### src/rtl/dmem_arbiter_if.sv
// Bundle of signals between the data-memory arbiter, its two requesters and
// the single-port memory.
//   slave  : arbiter side (takes requests and memory read data; drives grants,
//            read-return signals and the memory command)
//   master : environment side (the CPU/DMA requesters plus the memory model)
// Port 0 = CPU data port, port 1 = loader/debug DMA port.
interface dmem_arbiter_if #(
  parameter int AW = 32,
  parameter int DW = 32
);
  logic          req0, we0, gnt0, rvalid0;
  logic [AW-1:0] addr0;
  logic [DW-1:0] wdata0;
  logic          req1, we1, gnt1, rvalid1;
  logic [AW-1:0] addr1;
  logic [DW-1:0] wdata1;
  logic [DW-1:0] rdata;
  logic [AW-1:0] maddr;
  logic [DW-1:0] mwdata;
  logic          mwe;
  logic [DW-1:0] mrdata;

  modport slave (
    input  req0, we0, addr0, wdata0,
    input  req1, we1, addr1, wdata1,
    input  mrdata,
    output gnt0, rvalid0, gnt1, rvalid1, rdata,
    output maddr, mwdata, mwe
  );

  modport master (
    output req0, we0, addr0, wdata0,
    output req1, we1, addr1, wdata1,
    output mrdata,
    input  gnt0, rvalid0, gnt1, rvalid1, rdata,
    input  maddr, mwdata, mwe
  );
endinterface

### src/rtl/dmem_arbiter.sv
// Two-port round-robin arbiter in front of a single-port data memory.
// Grants are registered (one cycle arbitration latency). While a port holds
// the grant, every cycle with its request high is one memory transfer: writes
// commit at the closing edge, reads are captured into rdata at that edge and
// flagged by a one-cycle rvalid pulse. A port may keep the grant for at most
// MAX_HOLD transfers while the other port is requesting.
// Ports:
//   clk  - clock, rising edge
//   rst  - asynchronous, active-high reset
//   bus  - dmem_arbiter_if.slave (request ports 0/1, rdata, memory side)
module dmem_arbiter #(
  parameter int AW       = 32,
  parameter int DW       = 32,
  parameter int MAX_HOLD = 4
) (
  input  logic           clk,
  input  logic           rst,
  dmem_arbiter_if.slave  bus
);

  localparam int              HW        = $clog2(MAX_HOLD + 1);
  localparam logic [HW-1:0]   HOLD_LAST = HW'(MAX_HOLD - 1);

  typedef enum logic [1:0] {IDLE, GNT0, GNT1} state_t;

  state_t        state;
  logic          gnt0_q, gnt1_q;
  logic          rvalid0_q, rvalid1_q;
  logic [DW-1:0] rdata_q;
  logic          last;      // port that most recently released the grant
  logic [HW-1:0] hold_cnt;  // transfers in the current grant, saturating

  logic          xfer0, xfer1, rd0, rd1;
  logic [AW-1:0] maddr;
  logic [DW-1:0] mwdata;
  logic          mwe;

  assign xfer0 = gnt0_q & bus.req0;
  assign xfer1 = gnt1_q & bus.req1;
  assign rd0   = xfer0 & ~bus.we0;
  assign rd1   = xfer1 & ~bus.we1;

  // Memory command is driven only by a granted, requesting port; otherwise
  // the memory side is parked at zero so no stray write can occur.
  always_comb begin
    maddr  = '0;
    mwdata = '0;
    mwe    = 1'b0;
    if (xfer0) begin
      maddr  = bus.addr0;
      mwdata = bus.wdata0;
      mwe    = bus.we0;
    end else if (xfer1) begin
      maddr  = bus.addr1;
      mwdata = bus.wdata1;
      mwe    = bus.we1;
    end
  end

  assign bus.maddr   = maddr;
  assign bus.mwdata  = mwdata;
  assign bus.mwe     = mwe;
  assign bus.gnt0    = gnt0_q;
  assign bus.gnt1    = gnt1_q;
  assign bus.rvalid0 = rvalid0_q;
  assign bus.rvalid1 = rvalid1_q;
  assign bus.rdata   = rdata_q;

  always_ff @(posedge clk or posedge rst) begin
    if (rst) begin
      state     <= IDLE;
      gnt0_q    <= 1'b0;
      gnt1_q    <= 1'b0;
      rvalid0_q <= 1'b0;
      rvalid1_q <= 1'b0;
      rdata_q   <= '0;
      last      <= 1'b1;  // port 0 wins the first tie
      hold_cnt  <= '0;
    end else begin
      // Read return: a read on an exit cycle still pulses after the grant moves.
      rvalid0_q <= rd0;
      rvalid1_q <= rd1;
      if (rd0 | rd1) rdata_q <= bus.mrdata;

      case (state)
        IDLE: begin
          hold_cnt <= '0;
          if (bus.req0 && (!bus.req1 || last)) begin
            state  <= GNT0;
            gnt0_q <= 1'b1;
          end else if (bus.req1) begin
            state  <= GNT1;
            gnt1_q <= 1'b1;
          end
        end

        GNT0: begin
          // Leave on drop of own request, or forced release once the hold
          // window is used up with port 1 waiting (this cycle's transfer
          // still completes).
          if (!bus.req0 || (bus.req1 && hold_cnt == HOLD_LAST)) begin
            last     <= 1'b0;
            hold_cnt <= '0;
            gnt0_q   <= 1'b0;
            gnt1_q   <= bus.req1;
            state    <= bus.req1 ? GNT1 : IDLE;
          end else if (hold_cnt != HOLD_LAST) begin
            hold_cnt <= hold_cnt + HW'(1);
          end
        end

        GNT1: begin
          if (!bus.req1 || (bus.req0 && hold_cnt == HOLD_LAST)) begin
            last     <= 1'b1;
            hold_cnt <= '0;
            gnt1_q   <= 1'b0;
            gnt0_q   <= bus.req0;
            state    <= bus.req0 ? GNT0 : IDLE;
          end else if (hold_cnt != HOLD_LAST) begin
            hold_cnt <= hold_cnt + HW'(1);
          end
        end

        default: begin
          state    <= IDLE;
          gnt0_q   <= 1'b0;
          gnt1_q   <= 1'b0;
          hold_cnt <= '0;
        end
      endcase
    end
  end

endmodule
### src/flat_wrapper.sv
// flat-port wrapper written by rule: the top's interface ports become plain ports
module dmem_arbiter_flat 
#(
  parameter int AW       = 32,
  parameter int DW       = 32,
  parameter int MAX_HOLD = 4
)
  (clk, rst, bus_req0, bus_we0, bus_addr0, bus_wdata0, bus_req1, bus_we1, bus_addr1, bus_wdata1, bus_mrdata, bus_gnt0, bus_rvalid0, bus_gnt1, bus_rvalid1, bus_rdata, bus_maddr, bus_mwdata, bus_mwe);
  dmem_arbiter_if #(.AW(AW), .DW(DW)) bus_i ();
  input  logic clk;
  input  logic rst;
  input wire logic [$bits(bus_i.req0)-1:0] bus_req0;
  input wire logic [$bits(bus_i.we0)-1:0] bus_we0;
  input wire logic [$bits(bus_i.addr0)-1:0] bus_addr0;
  input wire logic [$bits(bus_i.wdata0)-1:0] bus_wdata0;
  input wire logic [$bits(bus_i.req1)-1:0] bus_req1;
  input wire logic [$bits(bus_i.we1)-1:0] bus_we1;
  input wire logic [$bits(bus_i.addr1)-1:0] bus_addr1;
  input wire logic [$bits(bus_i.wdata1)-1:0] bus_wdata1;
  input wire logic [$bits(bus_i.mrdata)-1:0] bus_mrdata;
  output wire logic [$bits(bus_i.gnt0)-1:0] bus_gnt0;
  output wire logic [$bits(bus_i.rvalid0)-1:0] bus_rvalid0;
  output wire logic [$bits(bus_i.gnt1)-1:0] bus_gnt1;
  output wire logic [$bits(bus_i.rvalid1)-1:0] bus_rvalid1;
  output wire logic [$bits(bus_i.rdata)-1:0] bus_rdata;
  output wire logic [$bits(bus_i.maddr)-1:0] bus_maddr;
  output wire logic [$bits(bus_i.mwdata)-1:0] bus_mwdata;
  output wire logic [$bits(bus_i.mwe)-1:0] bus_mwe;
  assign bus_i.req0 = bus_req0;
  assign bus_i.we0 = bus_we0;
  assign bus_i.addr0 = bus_addr0;
  assign bus_i.wdata0 = bus_wdata0;
  assign bus_i.req1 = bus_req1;
  assign bus_i.we1 = bus_we1;
  assign bus_i.addr1 = bus_addr1;
  assign bus_i.wdata1 = bus_wdata1;
  assign bus_i.mrdata = bus_mrdata;
  assign bus_gnt0 = bus_i.gnt0;
  assign bus_rvalid0 = bus_i.rvalid0;
  assign bus_gnt1 = bus_i.gnt1;
  assign bus_rvalid1 = bus_i.rvalid1;
  assign bus_rdata = bus_i.rdata;
  assign bus_maddr = bus_i.maddr;
  assign bus_mwdata = bus_i.mwdata;
  assign bus_mwe = bus_i.mwe;
  dmem_arbiter #(.AW(AW), .DW(DW), .MAX_HOLD(MAX_HOLD)) u_core (.clk(clk), .rst(rst), .bus(bus_i));
endmodule
### config.mk
export PLATFORM = sky130hd
export DESIGN_NAME = dmem_arbiter_flat
export DESIGN_NICKNAME = d
export VERILOG_FILES = /design/src/rtl/dmem_arbiter_if.sv /design/src/rtl/dmem_arbiter.sv /design/src/flat_wrapper.sv
export SDC_FILE = /design/constraint.sdc
export NUM_CORES = 1
export LEC_CHECK = 0
export ABC_AREA = 0
export BUFFER_PORTS_ARGS = -buffer_cell sky130_fd_sc_hd__buf_2
export CORE_AREA = 2 2 104 106
export DETAILED_ROUTE_END_ITERATION = 10
export DIE_AREA = 0 0 106 108
export PLACE_DENSITY_LB_ADDON = 0.2
export SYNTH_ARGS = -nofsm -noshare
export SYNTH_HDL_FRONTEND = slang
export SYNTH_SLANG_ARGS = --single-unit
export TNS_END_PERCENT = 5
### constraint.sdc
create_clock -name clk -period 1.9 [get_ports clk]
set_input_delay 0.475 -clock clk [delete_from_list [all_inputs] [get_ports clk]]
set_output_delay 0.475 -clock clk [all_outputs]
set_load 0.01 [all_outputs]
Word level (Yosys, flattened, before mapping)
Index checks and enable logic that the tools add are counted.
{"block": "op_classes", "add_sub_neg": 1, "eq_ne": 10, "n_mux": 28, "n_bitwise": 7, "reduce_logical": 14}
{"operator": "$mux 32", "count": 4}
{"operator": "$mux 1", "count": 11}
{"operator": "$mux 2", "count": 5}
{"operator": "$mux 3", "count": 3}
{"operator": "$reduce_and 3->1", "count": 3}
{"operator": "$ne 2x1->1 const B", "count": 3}
{"operator": "$ne 3x2->1 const B", "count": 2}
{"operator": "$pmux 1 s3", "count": 2}
{"operator": "$pmux 2 s3", "count": 1}
{"operator": "$pmux 3 s2", "count": 1}
{"operator": "$and 1x1->1", "count": 4}
{"operator": "$ne 2x2->1 const B", "count": 2}
{"operator": "$reduce_and 4->1", "count": 1}
{"operator": "$add 3x1->3 const B", "count": 1}
{"operator": "$eq 3x2->1 const B", "count": 1}
{"operator": "$logic_and 1x1->1", "count": 3}
{"operator": "$logic_or 1x1->1", "count": 3}
{"operator": "$eq 2x1->1 const B", "count": 1}
{"operator": "$eq 2x2->1 const B", "count": 1}
{"operator": "$logic_not 1->1", "count": 2}
{"operator": "$logic_not 2->1", "count": 1}
{"operator": "$not 1->1", "count": 2}
{"operator": "$pmux 1 s2", "count": 1}
{"operator": "$reduce_bool 2->1", "count": 1}
{"operator": "$or 1x1->1", "count": 1}
{"block": "totals", "reg_bits": 42, "out_inout_bits": 101, "wordCells": 68}

Depth between registers and ports, before layout
{"block": "depth", "ltp_word": 5, "mapped_depth": 6, "depth_no_buf": 5}

Worst setup path before layout
OpenSTA, ideal clock, no wires.
{"block": "synth_path", "path_type": "input port to output port", "from": "in bus_req1", "to": "out bus_maddr[0]", "arrival_ns": 1.311, "required_ns": 1.425, "setup_slack_ns": 0.114, "cell_stages": 6, "n_path_buf": 3, "path_cell_list": "buf_4 -> nand2_2 -> nor2_1 -> buf_2 -> buf_4 -> a22o_1"}
{"block": "synth_between", "elab_chain_cells": 3}
{"item": "start, declared", "line": "flat_wrapper.sv:16", "rtl": "input wire logic [$bits(bus_i.req1)-1:0] bus_req1;"}
{"item": "$and 1x1->1", "line": "dmem_arbiter.sv:39", "rtl": "assign xfer1 = gnt1_q & bus.req1;"}
{"item": "$mux 32", "line": "dmem_arbiter.sv:53", "rtl": "end else if (xfer1) begin"}
{"item": "$mux 32", "line": "dmem_arbiter.sv:49", "rtl": "if (xfer0) begin"}
{"item": "end, declared", "line": "flat_wrapper.sv:26", "rtl": "output wire logic [$bits(bus_i.maddr)-1:0] bus_maddr;"}
Every way passes these cells.

Worst setup path after layout
{"block": "layout_path", "from": "reg u_core.gnt0_q (netlist: u_core.bus.gnt0)", "to": "out bus_maddr[6]"}
{"block": "layout_between", "elab_chain_cells": 2}
{"item": "start, declared", "line": "dmem_arbiter.sv:27", "rtl": "logic gnt0_q, gnt1_q;"}
{"item": "start signal, assigned", "line": "dmem_arbiter.sv:117", "rtl": "gnt0_q <= bus.req0;"}
{"item": "$and 1x1->1", "line": "dmem_arbiter.sv:38", "rtl": "assign xfer0 = gnt0_q & bus.req0;"}
{"item": "$mux 32", "line": "dmem_arbiter.sv:49"}
Every way passes these cells.

==> results.cfg <==
[placed_design]
placed_area_um2 = 3980
finalWeightedCongestion = 0.787
hpwlAfterDp_um = 7880
port_buffers = 266

[clock_tree]
ctsLongestPathBuffers = 2
cts.clk_slew.worst_paths_ns = 0.08
cts_buffers = 5
htreeDepth = 2
clkSinkCount = 42
postCtsHoldBufs = 0
clk_latency_ns = 0.29
cts_tree = yes
cts_root_buf = clkbuf_8

[die]
core_area_um2 = 10200
io_pins = 267
die_h_um = 108
initial_core_util = 0.244
num_rows = 37
floorplan.die_area_um2 = 11400
die_w_um = 106

[grt]
grt_pass1_wl_um = 13800
antenna_found_initial = 1
globalRouteTotalUtil = 0.150
grt_pass1_vias = 2761
grt_max_degree = 66
overflow = 0

[logic_synthesis]
ys_types = 34
yosysTopAreaCellShare = 0.410
synth_seq_cells = 42
ys_warn_count = 0
synthCells = 210
synth_area_leader_cell = dfrtp_1
yosys-top-cells-area = dfrtp_1 (41%), a22o_1 (23%), mux2_2 (11%), mux2_1 (4.1%), ha_1 (2.5%)
yosysSeqAreaShare = 0.421
syn_nets = 381
avgSynthCellArea_um2 = 11.9
syn-cell-area_um2 = 2500

[final_layout]
fin_util = 0.415
n_antenna_cell = 0
final.fill_count = 1017
drive_above_1_share = 0.667
final_area_um2 = 4240
register_area_um2 = 1050
nets = 650
area_growth_pct = 69.7
multi_input_comb_area_um2 = 1310

[outcome]
violations = setup timing
outcome = finished with violations

[sta]
rsz0062_at_grt = true
maxSlewHeadroom = 0.747
worst_slack_ns = -0.0654
fin_worst_skew_ns = 0.00678
period_minus_slack_ns = 1.97
max_clock_freq_mhz = 509
post-route-period-util = 1.03
setup_viol = 65
tightest_slew_ns = 0.379
finalMaxSlewViolations = 0
finalHoldViolCount = 0

[detailed_routing]
vias = 2932
avgViaCountPerCell = 4.76
wire_per_inst_um = 16.8
drc_errors = 0
drtPass1Iterations = 4
finalWirelength_um = 10300
initialDrtViolationCount = 181
antenna_left = 0

[setup_path]
arrival_ns = 1.49
critPathLaunchType = flip-flop
crit_required_ns = 1.42
cp_max_fo = 8
criticalPathCategory = flip-flop to output port
cp-end-kind = output port

[min_path]
hp-class = input port to async pin

[power]
leakage_nw = 2.32
worst_ir_drop_vdd_mv = 0.901
powerDensity_nw_per_um2 = 1260

[flow_run]
maxCapViolations = 0
## stage by stage
step                cells  setup slack [ns]  TNS [ns]  total power, mW  hold WS, ns
finish                616           -0.0654     -2.87             5.34        0.169
global route          616            -0.126     -6.94             5.72        0.180
CTS                   609            -0.132     -6.70             5.13        0.167
detailed placement    601            -0.110     -5.24             4.50        0.470
global placement      601           -0.0794     -3.94             4.47        0.464
floorplan             210             0.114         0             3.31        0.503
## cells in the final DEF, fill, tap and decap left out, types with 5 or more instances in the layout
master    instances
a22o_1           66
buf_12            5
buf_2           261
buf_4             6
buf_6             7
clkbuf_8          6
dfrtp_1          41
ha_1              5
mux2_1            9
mux2_2           24
## timing repair
action / CTS / global route
pin swaps: 30 / 25
setup buffers: 0 / 1
cloned: 0 / 6
gates resized for setup: 1 / 8
setup endpoints to repair: 65 / 65
## routing by layer
layer / global-route usage / part of all wire / wire [um]
met2: 0.249 / 0.48 / 4960
met3: 0.0542 / 0.11 / 1090
met5: 0 / 0.0011 / 11
met1: 0.182 / 0.39 / 3990
met4: 0.0517 / 0.027 / 282
## logic make-up after synthesis
kind of cell               after synthesis  share of synthesized area
AOI/OAI and AO/OA                       81                      0.282
DFF                                     42                      0.421
muxes                                   33                      0.149
buffers and inverters                   24                     0.0610
and+or+nand+nor                         24                     0.0590
adders and majority gates                5                     0.0250
xor gates and xnor gates                 1                    0.00350
## synth_stat cells
| library cell | instances |
|---|---|
| a21oi_1 | 3 |
| clkbuf_1 | 1 |
| a221oi_1 | 1 |
| nand2b_1 | 3 |
| a221o_1 | 1 |
| and2_1 | 3 |
| xnor2_1 | 1 |
| buf_1 | 1 |
| mux2_2 | 24 |
| nand2_2 | 2 |
| a22o_1 | 66 |
| nor2b_1 | 2 |
| mux2_1 | 9 |
| dfstp_2 | 1 |
| buf_4 | 6 |
| and4b_1 | 2 |
| o21a_1 | 1 |
| nor2_1 | 5 |
| buf_6 | 4 |
| and3_1 | 2 |
| a32o_1 | 2 |
| o32ai_1 | 2 |
| a31oi_1 | 2 |
| a2bb2oi_1 | 1 |
| a22oi_1 | 1 |
| nor3b_1 | 1 |
| o22ai_4 | 1 |
| nand3b_2 | 1 |
| inv_1 | 4 |
| buf_2 | 8 |
| nand3b_1 | 1 |
| nand2_1 | 2 |
| dfrtp_1 | 41 |
| ha_1 | 5 |
## power by group
part | internal, mW | switching [mW]
combinational | 1.66 | 1.56
sequential | 1.31 | 0.205
clock | 0.300 | 0.303
## final cells by class
type / instances / share of cell area
flip-flops and latches: 42 / 0.248
inverters: 4 / 0.00354
well taps: 136 / 0.0401
multi-input cells: 144 / 0.308
repair buffers: 282 / 0.378
clock buffers: 7 / 0.0203
clock inverters: 1 / 0.00206
## state kept, by name, indices dropped and copies added (netlist names)
register	cells
u_core.bus.gnt1	1
u_core.bus.rvalid1	1
u_core.bus.rvalid0	1
u_core.bus.rdata	32
u_core.hold_cnt	3
u_core.last	1
u_core.state	2
u_core.bus.gnt0	1
## worst paths after layout
path | from | slack [ns] | cells past startpoint | endpoint
min | rst | 0.17 | 3 | u_core.bus.rdata[31]$_DFFE_PP0P_
max | u_core.bus.gnt0$_DFFE_PP0P_ | -0.07 | 6 | bus_maddr[6]
max reg2reg | u_core.state[1]$_DFFE_PP0P_ | 0.31 | 5 | u_core.state[1]$_DFFE_PP0P_
max in group asynchronous | rst | 1.32 | 3 | u_core.last$_DFFE_PP1P_
min reg2reg | u_core.bus.rdata[9]$_DFFE_PP0P_ | 0.49 | 1 | u_core.bus.rdata[9]$_DFFE_PP0P_
min in group clk | bus_mrdata[13] | 0.40 | 2 | u_core.bus.rdata[13]$_DFFE_PP0P_
## worst max-delay path, stage by stage, from the launching register on
cell and delay [ns]:
dfrtp_1 0.38, and2_4 0.16, nor2_4 0.09, buf_12 0.15, clkbuf_16 0.16, a22o_1 0.14
buf_6 0.12
Note: power is estimated with default switching activity, not from simulation.
